--- config.mk ---
export PLATFORM = sky130hd
export DESIGN_NAME = free_list
export DESIGN_NICKNAME = d
export VERILOG_FILES = /design/src/rtl/free_list.sv
export SDC_FILE = /design/constraint.sdc
export NUM_CORES = 1
export LEC_CHECK = 0
export ABC_AREA = 1
export CELL_PAD_IN_SITES_DETAIL_PLACEMENT = 1
export CELL_PAD_IN_SITES_GLOBAL_PLACEMENT = 2
export CORE_ASPECT_RATIO = 0.9
export CORE_MARGIN = 3
export CORE_UTILIZATION = 32
export DETAILED_ROUTE_END_ITERATION = 10
export GPL_ROUTABILITY_DRIVEN = 0
export HOLD_SLACK_MARGIN = 0.1
export PLACE_DENSITY_LB_ADDON = 0.1
export SYNTH_ARGS = -nofsm -noshare
export SYNTH_HDL_FRONTEND = slang
export SYNTH_SLANG_ARGS = --single-unit
--- constraint.sdc ---
create_clock -name clk -period 2.6 [get_ports clk]
set_clock_uncertainty 0.15 [all_clocks]
set_input_delay 0.52 -clock clk [delete_from_list [all_inputs] [get_ports clk]]
set_output_delay 0.52 -clock clk [all_outputs]
set_load 0.01 [all_outputs]
--- src/rtl/free_list.sv ---
// Physical-register free list: a circular FIFO of free PR numbers that is popped at
// dispatch, pushed at retire, and rewound one entry per flushed ROB entry on recovery.
module free_list #(
    parameter int DEPTH = 32,
    parameter int PR_W  = 6
) (
    input  logic                     clk,
    input  logic                     rst,
    input  logic                     hasDest_DP,
    output logic [PR_W-1:0]          PR_new_DP,
    output logic                     empty,
    output logic [$clog2(DEPTH):0]   free_cnt,
    input  logic                     RegDest_retire,
    input  logic [PR_W-1:0]          PR_old_RT,
    input  logic                     stall_recover,
    input  logic                     recover,
    input  logic [4:0]               rd_flush
);

    localparam int PTR_W = $clog2(DEPTH);
    localparam int CNT_W = PTR_W + 1;

    logic [PR_W-1:0]  mem_q [DEPTH];
    logic [PR_W-1:0]  mem_d [DEPTH];
    logic [PTR_W-1:0] head_q, head_d;
    logic [PTR_W-1:0] tail_q, tail_d;
    logic [CNT_W-1:0] cnt_q, cnt_d;
    logic             full, alloc, ret, undo;

    // Undo needs no write: the slot behind head still holds the PR handed to the flushed entry.
    always_comb begin
        full   = (cnt_q == CNT_W'(DEPTH));
        alloc  = hasDest_DP && (cnt_q != '0) && !recover && !stall_recover;
        ret    = RegDest_retire && (PR_old_RT != '0) && !full;
        undo   = recover && (rd_flush != '0) && !full;
        mem_d  = mem_q;
        head_d = head_q;
        tail_d = tail_q;
        if (alloc) begin
            head_d = head_q + PTR_W'(1);
        end else if (undo) begin
            head_d = head_q - PTR_W'(1);
        end
        if (ret) begin
            mem_d[tail_q] = PR_old_RT;
            tail_d        = tail_q + PTR_W'(1);
        end
        cnt_d = cnt_q + CNT_W'(ret) + CNT_W'(undo) - CNT_W'(alloc);
    end

    // Architectural registers own P0..P(DEPTH-1) at reset, so the list holds the upper half.
    always_ff @(posedge clk) begin
        if (rst) begin
            for (int i = 0; i < DEPTH; i++) begin
                mem_q[i] <= PR_W'(DEPTH + i);
            end
            head_q <= '0;
            tail_q <= '0;
            cnt_q  <= CNT_W'(DEPTH);
        end else begin
            mem_q  <= mem_d;
            head_q <= head_d;
            tail_q <= tail_d;
            cnt_q  <= cnt_d;
        end
    end

    always_ff @(posedge clk) begin
        if (!rst) begin
            assert (!(full && ((RegDest_retire && (PR_old_RT != '0)) ||
                               (recover && (rd_flush != '0)))))
            else $info("free_list: return or undo dropped while list is full");
        end
    end

    assign PR_new_DP = mem_q[head_q];
    assign empty     = (cnt_q == '0);
    assign free_cnt  = cnt_q;

endmodule

# == Yosys cells after proc, flatten, opt, wreduce, memory -nomap -nowiden ==
# Cells that the tools add are included.
# classes
n_eq_ne,1
mul,0
bitwise_logic,2
muxes,8
addsub,6
n_lt_le_gt_ge,3
div,0
reduce_logical,16
shifts,0
# op_table
op,n
192-bit bitwise mux,1
6-bit binary-select mux with 5-bit select,1
6-bit demux with 5-bit select,1
6-bit two-way mux,3
6-bit by 1-bit adder with 6-bit output,2
"6-bit >= comparator, second input constant",2
5-bit NOT with 6-bit output,2
6-bit nonzero test,2
"5-bit by 1-bit adder with 5-bit output, second input constant",2
5-bit two-way mux,2
1-bit logical AND,8
"6-bit equality test, second input constant",1
6-bit zero test,1
"6-bit by 1-bit less-than comparator with 1-bit output, second input constant",1
6-bit by 1-bit subtractor with 6-bit output,1
5-bit nonzero test,1
"5-bit by 1-bit subtractor with 5-bit output, second input constant",1
1-bit zero test,3
2-bit nonzero test,1
# totals
in_bits,17
n_memories,0
mem_bits_rw,0
reg_bits,208
wordCells,71
out_inout_bits,13
rom_bits,0
latchBits,0

# == Longest topological paths before layout ==
# logic_depth
depth_word,6
depth_mapped,16

# == Least setup slack after synthesis ==
# OpenSTA, ideal clock, no wires.
# synth_timing
path_type,input to register
startpoint,input PR_old_RT[1]
endpoint,"register cnt_q[4], in the netlist free_cnt[4]"
required_time_ps,2380
stages,13
arrival_ps,2565
setup_time_ps,70
path_slack_ps,-185
n_path_buf,2
cell_sequence,buf_2 -> nor2_2 -> nand4_2 -> nand2_4 -> buf_6 -> ha_1 -> inv_1 -> fa_1 -> inv_1 -> fa_1 -> o31ai_1 -> o21ai_0 -> a21oi_1
# synth_between
elab_chain_cells,6
# synth_rtl
element,line,source
start: declaration,14,"input logic [PR_W-1:0] PR_old_RT,"
6-bit nonzero test,34,ret = RegDest_retire && (PR_old_RT != '0) && !full;
1-bit logical AND (2 in series),34,
6-bit by 1-bit adder with 6-bit output (2 in series),48,cnt_d = cnt_q + CNT_W'(ret) + CNT_W'(undo) - CNT_W'(alloc);
6-bit by 1-bit subtractor with 6-bit output,48,
end signal: assignment,59,cnt_q <= CNT_W'(DEPTH);
end signal: assignment,64,cnt_q <= cnt_d;
end: declaration,27,"logic [CNT_W-1:0] cnt_q, cnt_d;"
# Every way passes these cells.
# A chain may end at the register's enable or synchronous reset.

# == Final worst setup path ==
# layout_timing
startpoint,register head_q[0]
endpoint,output PR_new_DP[4]
# layout_between
elab_chain_cells,4
# layout_rtl
element,line,source
start: declaration,25,"logic [PTR_W-1:0] head_q, head_d;"
start signal: assignment,57,head_q <= '0;
start signal: assignment,62,head_q <= head_d;
5-bit NOT with 6-bit output (implied by the code),76,assign PR_new_DP = mem_q[head_q];
6-bit binary-select mux with 5-bit select,76,
6-bit two-way mux (implied by the code) (2 in series),76,
end: declaration,10,"output logic [PR_W-1:0] PR_new_DP,"
# Every way passes these cells. The select of a mux whose other input is x is not followed.

==> Implementation_results.wiki <==
{| class="wikitable"
! Metric !! Value
|-
| Layout area overhead || 27.9%
|-
| Hold_buf cts || 0
|-
| Class of the tightest hold or removal check || reg -> reg
|-
| Time the final worst path needs with I/O delays and setup || 2.78 ns
|-
| Endpoints failing hold || 0
|-
| Total power consumption of the routed design || 12.6 mW
|-
| Portion of synthesized cell area occupied by the leading cell type || 39.5%
|-
| CTS Root Cell || clkbuf_16
|-
| Worst hold slack across all endpoints || 0.306 ns
|-
| Chip Height || 178 um
|-
| Actual transition at the worst max-transition pin || 0.592 ns
|-
| Largest net degree at the start of global routing || 65
|-
| Count of max-cap constraint violations || 0
|-
| Core occupancy in the finished layout || 41.9%
|-
| Share of final-layout standard cells stronger than drive strength 1 || 22.6%
|-
| Standard-cell rows || 62
|-
| Pre-CTS setup slack || -0.406 ns
|-
| Critical path class || reg -> out
|-
| Dpl hpwl || 23.4 mm
|-
| Data arrival time at the worst-slack endpoint || 2.11 ns
|-
| Residual antenna-violating net count after detailed routing || 0
|-
| Die width || 197 um
|-
| Most Used Layer, Global Route || met2
|-
| Status || finished, violations left
|-
| Cell Int Power || 7.79 mW
|-
| Clock net sink count || 208
|-
| Placeable core region || 32200 um2
|-
| Failing checks || negative setup slack
|-
| Max Transition Viols Final || 0
|-
| Clock tree buffer depth || 3
|-
| Top-level port count || 30
|-
| Combinational Power Share || 41.3%
|-
| DR DRC count || 0
|-
| Post-Layout Inst Area || 13500 um2
|-
| Worst Setup Slack, final || -0.183 ns
|-
| VDD IR-drop max || 0.000529 V
|-
| Clock network power share || 31.0%
|-
| Share of synthesized registers carrying an async set or reset || 0%
|-
| Top flip-flop cell by instance count after synthesis || dfxtp_1
|-
| Met3 Use GR || 2.46%
|-
| Worst relative slew slack || 60.5%
|-
| Port Buffer Count || 29
|-
| CP Capture Type || output port
|-
| Most common cell after layout, fill and taps aside || nand2_1
|-
| RSZ-0062 raised after global routing || yes
|-
| Final #Nets || 1604
|-
| Count of distinct cell types in the synthesized netlist || 33
|-
| Global-route usage over all layers || 21.7%
|-
| Leading cell types in the layout, fill and taps excluded || nand2_1, nand3_1, dfxtp_1
|-
| Overflow after GRT || 0
|-
| Level count of the clock H-tree || 1
|-
| Tcrit/Tclk final || 107%
|-
| Number of vias per cell || 4.99
|-
| Layout fillers || 3951
|-
| First-pass GRT wire length || 59.7 mm
|-
| Total CTS buffers || 26
|-
| Proportion of power drawn by flip-flops and latches || 27.7%
|-
| CTS tree || yes
|-
| Area post-placement || 11500 um2
|-
| Via count of the first global-routing pass || 10217
|-
| Main area contributors after synthesis || dfxtp_1, nand2_1, nand3_1
|-
| Mean routed wirelength per cell || 19.2 um
|-
| Fmax || 359 MHz
|-
| Routed wire length || 38.4 mm
|-
| Number of DRC markers after the initial detailed-route iteration || 555
|-
| Largest area contributor in the synthesized netlist || dfxtp_1
|-
| Area of the die || 35200 um2
|-
| Worst path required time || 1.93 ns
|-
| Biggest fanout along the worst timing path || 8
|-
| Met1 track demand over resource in global routing || 31.8%
|-
| Switching power summed over all nets || 4.80 mW
|-
| Switching Share || 38.1%
|-
| Synthesized instance count || 1532
|-
| Leakage || 6.59 nW
|-
| Number of detailed-routing iterations run before antenna repair || 5
|-
| Met2 track demand over resource in global routing || 35.3%
|-
| Number of setup violations in the final report || 6
|-
| Number of synthesized flops with an enable pin || 0
|-
| Reg clk slew, reported paths || 0.06 ns
|-
| Count of inserted antenna diode cells || 0
|-
| Effective utilization at floorplan || 32.7%
|-
| Number of synthesized register bits || 208
|-
| Count of warnings emitted by yosys || 0
|-
| PD cells || 934 nW/um2
|-
| Via Count || 9981
|-
| Netlist Area Pre-Place || 10500 um2
|-
| Post-Syn Nets || 1567
|-
| Sequential-to-total area share from yosys stat || 39.5%
|-
| Initial antenna violation count || 0
|-
| Avg Inst Size Synth || 6.88 um2
|-
| Kind of launch point of the worst setup path || flop
|-
| Clock insertion delay at the later pin of the skew report || 0.55 ns
|}
-- synthesized netlist by cell type, types with 7 or more instances --
master	instances
nand2_1	537
inv_4	15
clkbuf_1	48
a21oi_1	16
inv_1	33
o21ai_1	75
nand3_1	274
nor2_1	174
ha_1	15
clkinv_2	15
o21ai_0	16
nor2_8	30
dfxtp_1	208
nor2_2	7
buf_2	29
-- sequential cells by signal (all words and copies together) (netlist names) --
signal and count:
tail_q 5, free_cnt 6, head_q 5, mem_q 192
-- cell families after synthesis --
kind of cell / share of synthesized area [%]
flops: 39.5
simple gates: 45.3
buf+inv: 7.41
xor+xnor: 0.249
compound gates: 5.22
fa+ha+maj: 2.35
-- worst max-delay path, cell delays in order, from the launching register on --
cell and delay (ns):
dfxtp_4 0.40, buf_6 0.12, buf_12 0.14, buf_12 0.13, nand2_1 0.07, nand3_2 0.10, nand3_2 0.09, nand2_2 0.09
nand2_1 0.07, nand2_2 0.09, nand2_2 0.06, nand2_2 0.09, buf_6 0.10
-- metal layers --
metal,wire [um],vias to the layer above,part of all wire [%]
met3,993,31,2.6
met2,17100,100,44
met1,19900,4870,52
li1,-,4980,-
met5,0,-,0
met4,471,0,1.2
-- path summary, 6_finish.rpt --
kind	endpoint	slack, ns	depth (start not counted)	startpoint
hold / removal	mem_q[167]	0.31	2	mem_q[167]
setup reg to reg	free_cnt[4]	0.14	14	free_cnt[2]
setup / recovery	PR_new_DP[4]	-0.18	12	head_q[0]
hold reg to reg	mem_q[167]	0.31	2	mem_q[167]
-- stage by stage --
stage	instances	setup TNS [ns]
3_5_place_dp	1936	-5.14
4_1_cts	1999	-1.38
3_3_place_gp	1936	-2.64
2_1_floorplan	1532	0
5_1_grt	2002	-1.62
6_report	2002	-1.01
-- power groups by stage --
stage	clock network (mW)	registers [mW]	logic, mW
finish	3.90	3.49	5.20
global route	4.11	3.51	5.64
CTS	4.00	3.48	4.91
detailed placement	0	3.54	4.13
global placement	0	3.54	4.10
floorplan	0	3.51	2.49
-- area by class of cell --
cell class                      count  area, um2  area share (%)
Inverter                           68        324            2.40
Sequential cell                   208       4170            31.0
Clock inverter                      8        115           0.854
Multi-Input combinational cell   1162       6170            45.8
Timing Repair Buffer              103       1390            10.3
Clock buffer                       37        793            5.88
Tap cell                          416        520            3.86
-- what timing repair did --
action | in CTS | in global routing
setup endpoints to repair | 7 | 23
setup buffers | 9 | 1
gates cloned | 9 | 5
pin swaps | 44 | 37
resized for setup | 120 | 81
Power figures use the tool's default switching activity.
